## src/rtl/io_bus_v2.sv

```systemverilog
// rtl/io_bus_v2.sv - IO-space register bus with GPIO edge interrupts and UART RX FIFO
//
// Purpose: serves the IO half of the MCU memory map (output-only pins,
// input-only pins, bidirectional GPIO, UART byte interface) behind the
// start_request/request_done handshake shared with the memory bus.
//
// Ports:
//   clk, rst_n                    clock, synchronous active-low reset
//   start_request, is_write       request strobe (level) and direction
//   address, write_value          register offset and write data
//   fetched_value, request_done   registered read data and completion flag
//   inputs / outputs              input-only and output-only pins
//   io_direction, io_outputs      GPIO direction (1=output) and drive values
//   io_inputs                     GPIO pin values
//   uart_tx_start/byte/done       byte handshake to the external UART TX core
//   uart_rx_valid/byte            received byte strobe from the UART RX core
//   irq                           level interrupt, any enabled GPIO edge pending
module io_bus_v2 #(
  parameter int NUM_GPIO      = 5,
  parameter int NUM_IN        = 5,
  parameter int NUM_OUT       = 4,
  parameter int RX_FIFO_DEPTH = 4
) (
  input  logic                clk,
  input  logic                rst_n,
  input  logic                start_request,
  input  logic                is_write,
  input  logic [7:0]          address,
  input  logic [31:0]         write_value,
  output logic [31:0]         fetched_value,
  output logic                request_done,
  input  logic [NUM_IN-1:0]   inputs,
  output logic [NUM_OUT-1:0]  outputs,
  output logic [NUM_GPIO-1:0] io_direction,
  output logic [NUM_GPIO-1:0] io_outputs,
  input  logic [NUM_GPIO-1:0] io_inputs,
  output logic                uart_tx_start,
  output logic [7:0]          uart_tx_byte,
  input  logic                uart_tx_done,
  input  logic                uart_rx_valid,
  input  logic [7:0]          uart_rx_byte,
  output logic                irq
);

  localparam int AW = $clog2(RX_FIFO_DEPTH);
  localparam logic [AW:0] FULL_COUNT = (AW+1)'(RX_FIFO_DEPTH);

  localparam logic [7:0] A_OUT       = 8'h00;
  localparam logic [7:0] A_IN        = 8'h01;
  localparam logic [7:0] A_DIR       = 8'h02;
  localparam logic [7:0] A_GPIO_IN   = 8'h03;
  localparam logic [7:0] A_GPIO_OUT  = 8'h04;
  localparam logic [7:0] A_IRQ_STAT  = 8'h06;
  localparam logic [7:0] A_IRQ_EN    = 8'h07;
  localparam logic [7:0] A_EDGE_SEL  = 8'h08;
  localparam logic [7:0] A_UART_CTRL = 8'h10;
  localparam logic [7:0] A_UART_STAT = 8'h11;
  localparam logic [7:0] A_TX_BUSY   = 8'h12;
  localparam logic [7:0] A_TX_DATA   = 8'h14;
  localparam logic [7:0] A_RX_DATA   = 8'h15;

  typedef enum logic [0:0] {PARSE = 1'b0, DONE = 1'b1} state_t;

  state_t              state_q, state_d;
  logic                request_done_q, request_done_d;
  logic [31:0]         fetched_value_q, fetched_value_d;
  logic [NUM_OUT-1:0]  out_q, out_d;
  logic [NUM_IN-1:0]   in_q, in_d;
  logic [NUM_GPIO-1:0] dir_q, dir_d;
  logic [NUM_GPIO-1:0] gpio_in_q, gpio_in_d;
  logic [NUM_GPIO-1:0] gpio_prev_q, gpio_prev_d;
  logic [NUM_GPIO-1:0] gpio_out_q, gpio_out_d;
  logic [NUM_GPIO-1:0] irq_stat_q, irq_stat_d;
  logic [NUM_GPIO-1:0] irq_en_q, irq_en_d;
  logic [NUM_GPIO-1:0] edge_sel_q, edge_sel_d;
  logic                irq_q, irq_d;
  logic [7:0]          tx_data_q, tx_data_d;
  logic                uart_tx_start_q, uart_tx_start_d;
  logic [7:0]          uart_tx_byte_q, uart_tx_byte_d;
  logic                ovf_q, ovf_d;
  logic [7:0]          mem_q [RX_FIFO_DEPTH];
  logic [7:0]          mem_d [RX_FIFO_DEPTH];
  logic [AW-1:0]       wr_ptr_q, wr_ptr_d;
  logic [AW-1:0]       rd_ptr_q, rd_ptr_d;
  logic [AW:0]         count_q, count_d;

  logic                access, wr_acc, rd_acc, ctrl_wr;
  logic                full, pop, flush, push_ok, drop;
  logic [NUM_GPIO-1:0] edge_hit;

  // Only the low byte of write data ever reaches a register.
  logic unused_wdata;
  assign unused_wdata = ^write_value[31:8];

  always_comb begin
    state_d         = state_q;
    fetched_value_d = fetched_value_q;
    out_d           = out_q;
    in_d            = inputs;
    dir_d           = dir_q;
    // GPIO_IN only reflects pins currently configured as inputs.
    gpio_in_d       = io_inputs & ~dir_q;
    gpio_prev_d     = gpio_in_q;
    gpio_out_d      = gpio_out_q;
    irq_stat_d      = irq_stat_q;
    irq_en_d        = irq_en_q;
    edge_sel_d      = edge_sel_q;
    tx_data_d       = tx_data_q;
    uart_tx_start_d = uart_tx_start_q;
    uart_tx_byte_d  = uart_tx_byte_q;
    ovf_d           = ovf_q;
    mem_d           = mem_q;
    wr_ptr_d        = wr_ptr_q;
    rd_ptr_d        = rd_ptr_q;
    count_d         = count_q;

    access   = (state_q == PARSE) && start_request;
    wr_acc   = access && is_write;
    rd_acc   = access && !is_write;
    ctrl_wr  = wr_acc && (address == A_UART_CTRL);
    full     = (count_q == FULL_COUNT);
    pop      = rd_acc && (address == A_RX_DATA) && (count_q != '0);
    flush    = ctrl_wr && write_value[1];
    // A pop in the same cycle frees the slot a full FIFO would otherwise lack.
    push_ok  = uart_rx_valid && !flush && (!full || pop);
    drop     = uart_rx_valid && !flush && full && !pop;
    edge_hit = (~edge_sel_q & gpio_in_q & ~gpio_prev_q)
             | ( edge_sel_q & ~gpio_in_q & gpio_prev_q);

    if (access) begin
      fetched_value_d = '0;
      if (!is_write) begin
        case (address)
          A_OUT:       fetched_value_d[NUM_OUT-1:0]  = out_q;
          A_IN:        fetched_value_d[NUM_IN-1:0]   = in_q;
          A_DIR:       fetched_value_d[NUM_GPIO-1:0] = dir_q;
          A_GPIO_IN:   fetched_value_d[NUM_GPIO-1:0] = gpio_in_q;
          A_GPIO_OUT:  fetched_value_d[NUM_GPIO-1:0] = gpio_out_q;
          A_IRQ_STAT:  fetched_value_d[NUM_GPIO-1:0] = irq_stat_q;
          A_IRQ_EN:    fetched_value_d[NUM_GPIO-1:0] = irq_en_q;
          A_EDGE_SEL:  fetched_value_d[NUM_GPIO-1:0] = edge_sel_q;
          A_UART_STAT: begin
            fetched_value_d[3 +: AW+1] = count_q;
            fetched_value_d[2]         = ovf_q;
            fetched_value_d[1]         = full;
            fetched_value_d[0]         = (count_q != '0);
          end
          A_TX_BUSY:   fetched_value_d[0]   = uart_tx_start_q;
          A_TX_DATA:   fetched_value_d[7:0] = tx_data_q;
          A_RX_DATA:   if (pop) fetched_value_d[7:0] = mem_q[rd_ptr_q];
          default:     ;
        endcase
      end
    end

    if (wr_acc) begin
      case (address)
        A_OUT:      out_d      = write_value[NUM_OUT-1:0];
        A_DIR:      dir_d      = write_value[NUM_GPIO-1:0];
        A_GPIO_OUT: gpio_out_d = dir_q & write_value[NUM_GPIO-1:0];
        A_IRQ_STAT: irq_stat_d = irq_stat_q & ~write_value[NUM_GPIO-1:0];
        A_IRQ_EN:   irq_en_d   = write_value[NUM_GPIO-1:0];
        A_EDGE_SEL: edge_sel_d = write_value[NUM_GPIO-1:0];
        A_TX_DATA:  tx_data_d  = write_value[7:0];
        default:    ;
      endcase
    end

    // Applied after the W1C so a fresh edge survives a same-cycle clear.
    irq_stat_d = irq_stat_d | edge_hit;
    irq_d      = |(irq_stat_q & irq_en_q);

    if (uart_tx_done) uart_tx_start_d = 1'b0;
    if (ctrl_wr && write_value[0] && !uart_tx_start_q) begin
      uart_tx_start_d = 1'b1;
      uart_tx_byte_d  = tx_data_q;
    end

    if (ctrl_wr && write_value[2]) ovf_d = 1'b0;
    if (drop) ovf_d = 1'b1;

    if (flush) begin
      wr_ptr_d = '0;
      rd_ptr_d = '0;
      count_d  = '0;
    end else begin
      if (push_ok) begin
        mem_d[wr_ptr_q] = uart_rx_byte;
        wr_ptr_d        = wr_ptr_q + AW'(1);
      end
      if (pop) rd_ptr_d = rd_ptr_q + AW'(1);
      count_d = count_q + (AW+1)'(push_ok) - (AW+1)'(pop);
    end

    case (state_q)
      PARSE:   if (start_request) state_d = DONE;
      DONE:    if (!start_request) state_d = PARSE;
      default: state_d = PARSE;
    endcase
    request_done_d = (state_d == DONE);
  end

  always_ff @(posedge clk) begin
    if (!rst_n) begin
      state_q         <= PARSE;
      request_done_q  <= 1'b0;
      fetched_value_q <= '0;
      out_q           <= '0;
      in_q            <= '0;
      dir_q           <= '0;
      gpio_in_q       <= '0;
      gpio_prev_q     <= '0;
      gpio_out_q      <= '0;
      irq_stat_q      <= '0;
      irq_en_q        <= '0;
      edge_sel_q      <= '0;
      irq_q           <= 1'b0;
      tx_data_q       <= '0;
      uart_tx_start_q <= 1'b0;
      uart_tx_byte_q  <= '0;
      ovf_q           <= 1'b0;
      for (int i = 0; i < RX_FIFO_DEPTH; i++) mem_q[i] <= '0;
      wr_ptr_q        <= '0;
      rd_ptr_q        <= '0;
      count_q         <= '0;
    end else begin
      state_q         <= state_d;
      request_done_q  <= request_done_d;
      fetched_value_q <= fetched_value_d;
      out_q           <= out_d;
      in_q            <= in_d;
      dir_q           <= dir_d;
      gpio_in_q       <= gpio_in_d;
      gpio_prev_q     <= gpio_prev_d;
      gpio_out_q      <= gpio_out_d;
      irq_stat_q      <= irq_stat_d;
      irq_en_q        <= irq_en_d;
      edge_sel_q      <= edge_sel_d;
      irq_q           <= irq_d;
      tx_data_q       <= tx_data_d;
      uart_tx_start_q <= uart_tx_start_d;
      uart_tx_byte_q  <= uart_tx_byte_d;
      ovf_q           <= ovf_d;
      mem_q           <= mem_d;
      wr_ptr_q        <= wr_ptr_d;
      rd_ptr_q        <= rd_ptr_d;
      count_q         <= count_d;
    end
  end

  assign fetched_value = fetched_value_q;
  assign request_done  = request_done_q;
  assign outputs       = out_q;
  assign io_direction  = dir_q;
  assign io_outputs    = gpio_out_q;
  assign uart_tx_start = uart_tx_start_q;
  assign uart_tx_byte  = uart_tx_byte_q;
  assign irq           = irq_q;

endmodule

```

## config.mk

```make
export PLATFORM = sky130hd
export DESIGN_NAME = io_bus_v2
export DESIGN_NICKNAME = d
export VERILOG_FILES = /design/src/rtl/io_bus_v2.sv
export SDC_FILE = /design/constraint.sdc
export NUM_CORES = 1
export LEC_CHECK = 0
export ABC_AREA = 1
export BUFFER_PORTS_ARGS = -buffer_cell sky130_fd_sc_hd__buf_4
export CAP_MARGIN = 10
export CELL_PAD_IN_SITES_DETAIL_PLACEMENT = 0
export CELL_PAD_IN_SITES_GLOBAL_PLACEMENT = 1
export CORE_MARGIN = 3
export CORE_UTILIZATION = 40
export CTS_BUF_LIST = sky130_fd_sc_hd__clkbuf_16
export DETAILED_ROUTE_END_ITERATION = 10
export HOLD_SLACK_MARGIN = 0.1
export MAX_ROUTING_LAYER = met4
export PLACE_DENSITY_LB_ADDON = 0.1
export SYNTH_ARGS = -nofsm -noshare
export SYNTH_HDL_FRONTEND = slang
export SYNTH_SLANG_ARGS = --single-unit
export TNS_END_PERCENT = 20
```

## constraint.sdc

```tcl
create_clock -name clk -period 6.4 [get_ports clk]
set_clock_uncertainty 0.15 [all_clocks]
set_input_delay 0.96 -clock clk [delete_from_list [all_inputs] [get_ports clk]]
set_output_delay 0.96 -clock clk [all_outputs]
set_load 0.02 [all_outputs]
```

==> After elaboration in Yosys (flattened, before gate mapping) <==
Index checks and enable logic that the tools add are counted.
{ "classes": {"n_eq_ne": 13, "addsub": 4, "order_cmp": 3, "muxes": 20, "n_reduce_logical": 34, "bitwise_logic": 20} }
{ "op_table": {"columns": ["operator", "n"], "rows": [
  ["$and 5x5->5", 8],
  ["$eq 8x5->1 const B", 5],
  ["$mux 8", 5],
  ["$pmux 3 s11", 1],
  ["$bwmux 32", 1],
  ["$not 5->5", 5],
  ["$eq 8x3->1 const B", 3],
  ["$bmux 8 s2", 1],
  ["$demux 8 s2", 1],
  ["$eq 8x2->1 const B", 2],
  ["$logic_and 1x1->1", 15],
  ["$reduce_and 2->1", 7],
  ["$pmux 1 s12", 1],
  ["$mux 5", 2],
  ["$or 5x5->5", 2],
  ["$pmux 1 s10", 1],
  ["$eq 8x1->1 const B", 1],
  ["$eq 8x4->1 const B", 1],
  ["$logic_not 8->1", 1],
  ["$ge 3x3->1 const B", 2],
  ["$not 2->3", 2],
  ["$logic_not 1->1", 5],
  ["$mux 1", 5],
  ["$reduce_or 5->1", 1],
  ["12 further kinds", 16]
]} }
{ "totals": {"output_inout_bits": 57, "register_bits": 111} }

==> Logic depth before layout (Yosys ltp) <==
{ "depth": {"word_depth": 10, "ltp_mapped": 16, "ltp_nobuf": 16} }

==> Worst setup path before layout <==
OpenSTA, ideal clock, no wires.
{ "synth_path": {"path_type": "input to register", "startpoint": "input address[5]", "endpoint": "register count_q[2]", "cell_stages": 14, "setup_time_ps": 120, "required_ps": 6130, "setup_slack_ps": 3372, "arrival_ps": 2758, "cell_sequence": "inv_1 -> nand2_1 -> nor2_2 -> nand4_4 -> nand2_4 -> nand2_8 -> ha_1 -> inv_1 -> ha_1 -> inv_1 -> fa_1 -> xor2_1 -> inv_1 -> nor2_1"} }
{ "synth_between": {"elab_chain_len": 8, "elab_cells_between_ends": 13} }
{ "synth_lines": {"columns": ["item", "line", "rtl"], "rows": [
  ["start: declaration", "28", "input logic [7:0] address,"],
  ["$eq 8x5->1", "120", "ctrl_wr = wr_acc && (address == A_UART_CTRL);"],
  ["$logic_and 1x1->1", "120", null],
  ["$logic_and 1x1->1", "123", "flush = ctrl_wr && write_value[1];"],
  ["$logic_not 1->1", "125", "push_ok = uart_rx_valid && !flush && (!full || pop);"],
  ["$logic_and 1x1->1 (2 in a row)", "125", null],
  ["$add 3x1->3", "192", "count_d = count_q + (AW+1)'(push_ok) - (AW+1)'(pop);"],
  ["$sub 3x1->3", "192", null],
  ["end signal: assignment", "247", "count_q <= count_d;"],
  ["end: declaration", "85", "logic [AW:0] count_q, count_d;"]
]} }
Several ways; a longest one is shown, not always the timed one.
A chain may end at the register's enable or synchronous reset.

==> Worst setup path after layout <==
Ends and elaborated chain as after synthesis.

==> results.cfg <==
[clock_tree]
clock_path_buffers = 2
cts-htree-levels = 3
cts_root_buffer = clkbuf_16
clk_pin_slew_ns = 0.07
hold_buffers = 0
post-cts-setup-buffers = 0
clock_latency_ns = 0.35
postCtsResizedCells = 0
tritoncts = built
numCtsBuffers = 9
clock_sinks = 111

[global_routing]
grt_pass1_vias = 4708
grt_util_all_layers_pct = 22.5
grt_overflow = 0
grt_antenna_before_repair = 0
grt_pass1_wl_um = 25000
grt_max_degree = 79

[routing]
drc = 0
routedWlPerCell_um = 15.7
route.final.wire_length_um = 15900
drt_iter0_markers = 409
via_per_inst = 5.06
num_vias = 5114
ant_nets = 0
dr.pass1.iters = 4

[placed_design]
dp_hpwl_um = 11600
post_dp_cell_area_um2 = 5960
dp.cells = 995
gp_routability_congestion = 0.905
io_buffers = 72

[timing]
fin_crit_sh_pct = 52.0
final-hold-violation-count = 0
rsz0062_at_grt = no
finalSetupViolCount = 0
report.final.slew_viol_count = 0
final.min_clock_period_ns = 3.33
max_slew.worst_pin.slew_ns = 0.757
max_freq_ghz = 0.300
fin_hold_ws_ns = 0.321
tns_ns = 0
slew_headroom_pct = 49.6

[critical_path]
crit_buf_inv = 5
arrival_ns = 3.42
path_class = in -> reg
required_ns = 6.49
crit_start = address[5]
critPathLaunchType = primary input
rr_endpoint = count_q[2]
worstPathMaxFanout = 13
worstPathCellList = buf_4 > inv_1 > nand2_1 > nor2_2 > nand4_4 > nand2_4 > nand2_8 > ha_1 > inv_1 > ha_1 > inv_1 > fa_1 > xor2_1 > inv_1 > nor2_1
cp_num_cells = 15
crit_end = count_q[2]
crit_path_frequent_cell = inv_1
slowest_delay_ns = 0.48
reg2reg_slack_ns = 3.77
worstReg2RegStart = request_done
rr_worst_depth = 14
slowest_stage = nor2_2
crit_family = simple AND/OR/NAND/NOR gates
setup.worst_path.end_class = flip-flop

[logic_synthesis]
seq_area_frac_synth_pct = 41.3
syn_inst = 771
netlist_area_um2 = 5380
ys_ff_latch = 111
ys_types = 36
ys_warn_count = 0
synth_area_per_cell_um2 = 6.98

[final_layout]
num_antenna_cells = 0
fill_cells = 1370
post-route-util_pct = 48.5
multi_input_area_um2 = 2670
final-seq-area_um2 = 2220
fin_cells = 1011
layout-drive-gt1-share_pct = 14.3
area_growth_pct = 16.1
fin_nets = 905
stdcell_area_um2 = 6250

[floorplanning]
initial_utilization_pct = 41.8
die_area_um2 = 14900
num_rows = 41
dieHeight_um = 122
io_pins = 121
chipWidth_um = 122
coreArea_um2 = 12900

[min_path]
hp-class = reg -> reg

[power]
comb_power_share_pct = 13.3
swShare_pct = 27.9
p_leak_nw = 2.88
seq_power_share_pct = 49.4
vdd_drop_max_v = 0.000216
p_int_mw = 1.09
power.net_switching_mw = 0.421
pwr_density_cell_nw_per_um2 = 242
clkPwrFrac_pct = 37.3

[flow_run]
max-cap-violations = 0

[outcome]
status = finished clean
tightest hold or removal path, cell delays in order, from the launching register on:
cell and delay, ns:
dfxtp_1 0.32, nand2_1 0.06, a21oi_1 0.05
registers in the layout, summed over array words and instances (netlist names), 3 cells and up:
register,flops
fetched_value,8
edge_sel_q,5
tx_data_q,8
irq_en_q,5
gpio_prev_q,5
irq_stat_q,5
in_q,5
count_q,3
io_outputs,5
mem_q,32
gpio_in_q,5
io_direction,5
uart_tx_byte,8
outputs,4
Yosys cell counts:
cell	n	area share [%]
nor2_1	163	11
nand4_4	1	0.40
o21ai_1	38	3.5
buf_4	25	3.5
buf_1	1	0.070
nor2_8	5	1.9
o22ai_1	2	0.23
buf_2	7	0.65
clkbuf_1	10	0.70
nand3b_1	5	0.70
nor2_4	3	0.63
nand2_4	2	0.42
nand3_1	63	5.9
a31oi_1	5	0.58
conb_1	1	0.070
dfxtp_1	111	41
fa_1	1	0.37
nand2_8	1	0.37
a221oi_1	1	0.16
ha_1	6	1.4
xor2_1	1	0.16
a22o_1	1	0.16
nor3_1	2	0.19
nor2_2	6	0.70
nor3_2	1	0.19
o21ai_0	46	4.3
nand2_1	130	9.1
a211oi_1	4	0.56
inv_1	68	4.7
a21oi_1	42	3.9
inv_4	4	0.47
o21a_1	1	0.14
o21bai_1	1	0.14
inv_2	8	0.56
nand2_2	4	0.47
or2_0	1	0.12
how the worst min path moves through the flow:
| stage | from | end | slack [ns] | depth (start not counted) |
|---|---|---|---|---|
| after floorplan | gpio_in_q[0] | gpio_prev_q[0] | 0.28 | 2 |
| after global placement | tx_data_q[4] | tx_data_q[4] | 0.30 | 2 |
| after detailed placement | irq_en_q[1] | irq_en_q[1] | 0.31 | 2 |
| after CTS | tx_data_q[4] | tx_data_q[4] | 0.32 | 2 |
| after global routing | fetched_value[2] | fetched_value[2] | 0.33 | 2 |
| final | fetched_value[2] | fetched_value[2] | 0.32 | 2 |
area by class of cell:
class | instances | area share [%]
tap | 172 | 3.45
clock buffer | 9 | 3.61
timing repair buffer | 72 | 8.65
sequential | 111 | 35.6
inverter | 80 | 4.97
clock inverter | 7 | 1.00
multi-input combinational | 560 | 42.7
layer usage:
metal	wire [µm]	vias to the layer above	global-route usage, %
met3	911	23	5.76
met4	312	0	5.60
li1	-	2539	-
met1	6870	2397	27.1
met2	7790	155	37.8
met5	0	-	-
kinds of logic (layout without fill, tap and decap cells):
group                    after synthesis  after routing  share of synthesized area, %
AND/OR/NAND/NOR                      387            387                          32.3
flip-flops                           111            111                          41.3
adder cells (fa/ha/maj)                7              7                          1.77
buffers and inverters                123            168                          10.7
AO/OA/AOI/OAI                        141            141                          13.7
XOR/XNOR                               1              1                         0.163
other                                  1             24                        0.0697
power by group through the flow:
stage | combinational (mW) | sequential [mW] | clock (mW)
after CTS | 0.202 | 0.747 | 0.574
after global routing | 0.227 | 0.752 | 0.606
after detailed placement | 0.201 | 0.763 | 0
final | 0.201 | 0.747 | 0.564
after global placement | 0.196 | 0.762 | 0
after floorplan | 0.151 | 0.757 | 0
layout by cell type (no fill, tap or decap), types with 2 or more instances in the layout:
master       n
buf_4       72
ha_1         6
clkbuf_16    9
nand3_1     63
nor2_2       6
inv_4        4
a21oi_1     42
nor2_4       3
inv_1       68
a31oi_1      5
o21ai_1     38
clkinv_1     3
nor2_1     163
inv_2        8
nor2_8       5
nand2_4      2
nor3_1       2
nand2_1    130
o21ai_0     46
o22ai_1      2
conb_1      24
nand3b_1     5
dfxtp_1    111
nand2_2      4
a211oi_1     4
metrics by stage:
step	worst slack, ns	power (mW)
after floorplan	3.37	0.909
after global placement	2.73	0.958
after detailed placement	2.67	0.963
after CTS	3.06	1.52
after global routing	2.89	1.58
final	3.07	1.51
Power figures use the tool's default switching activity.
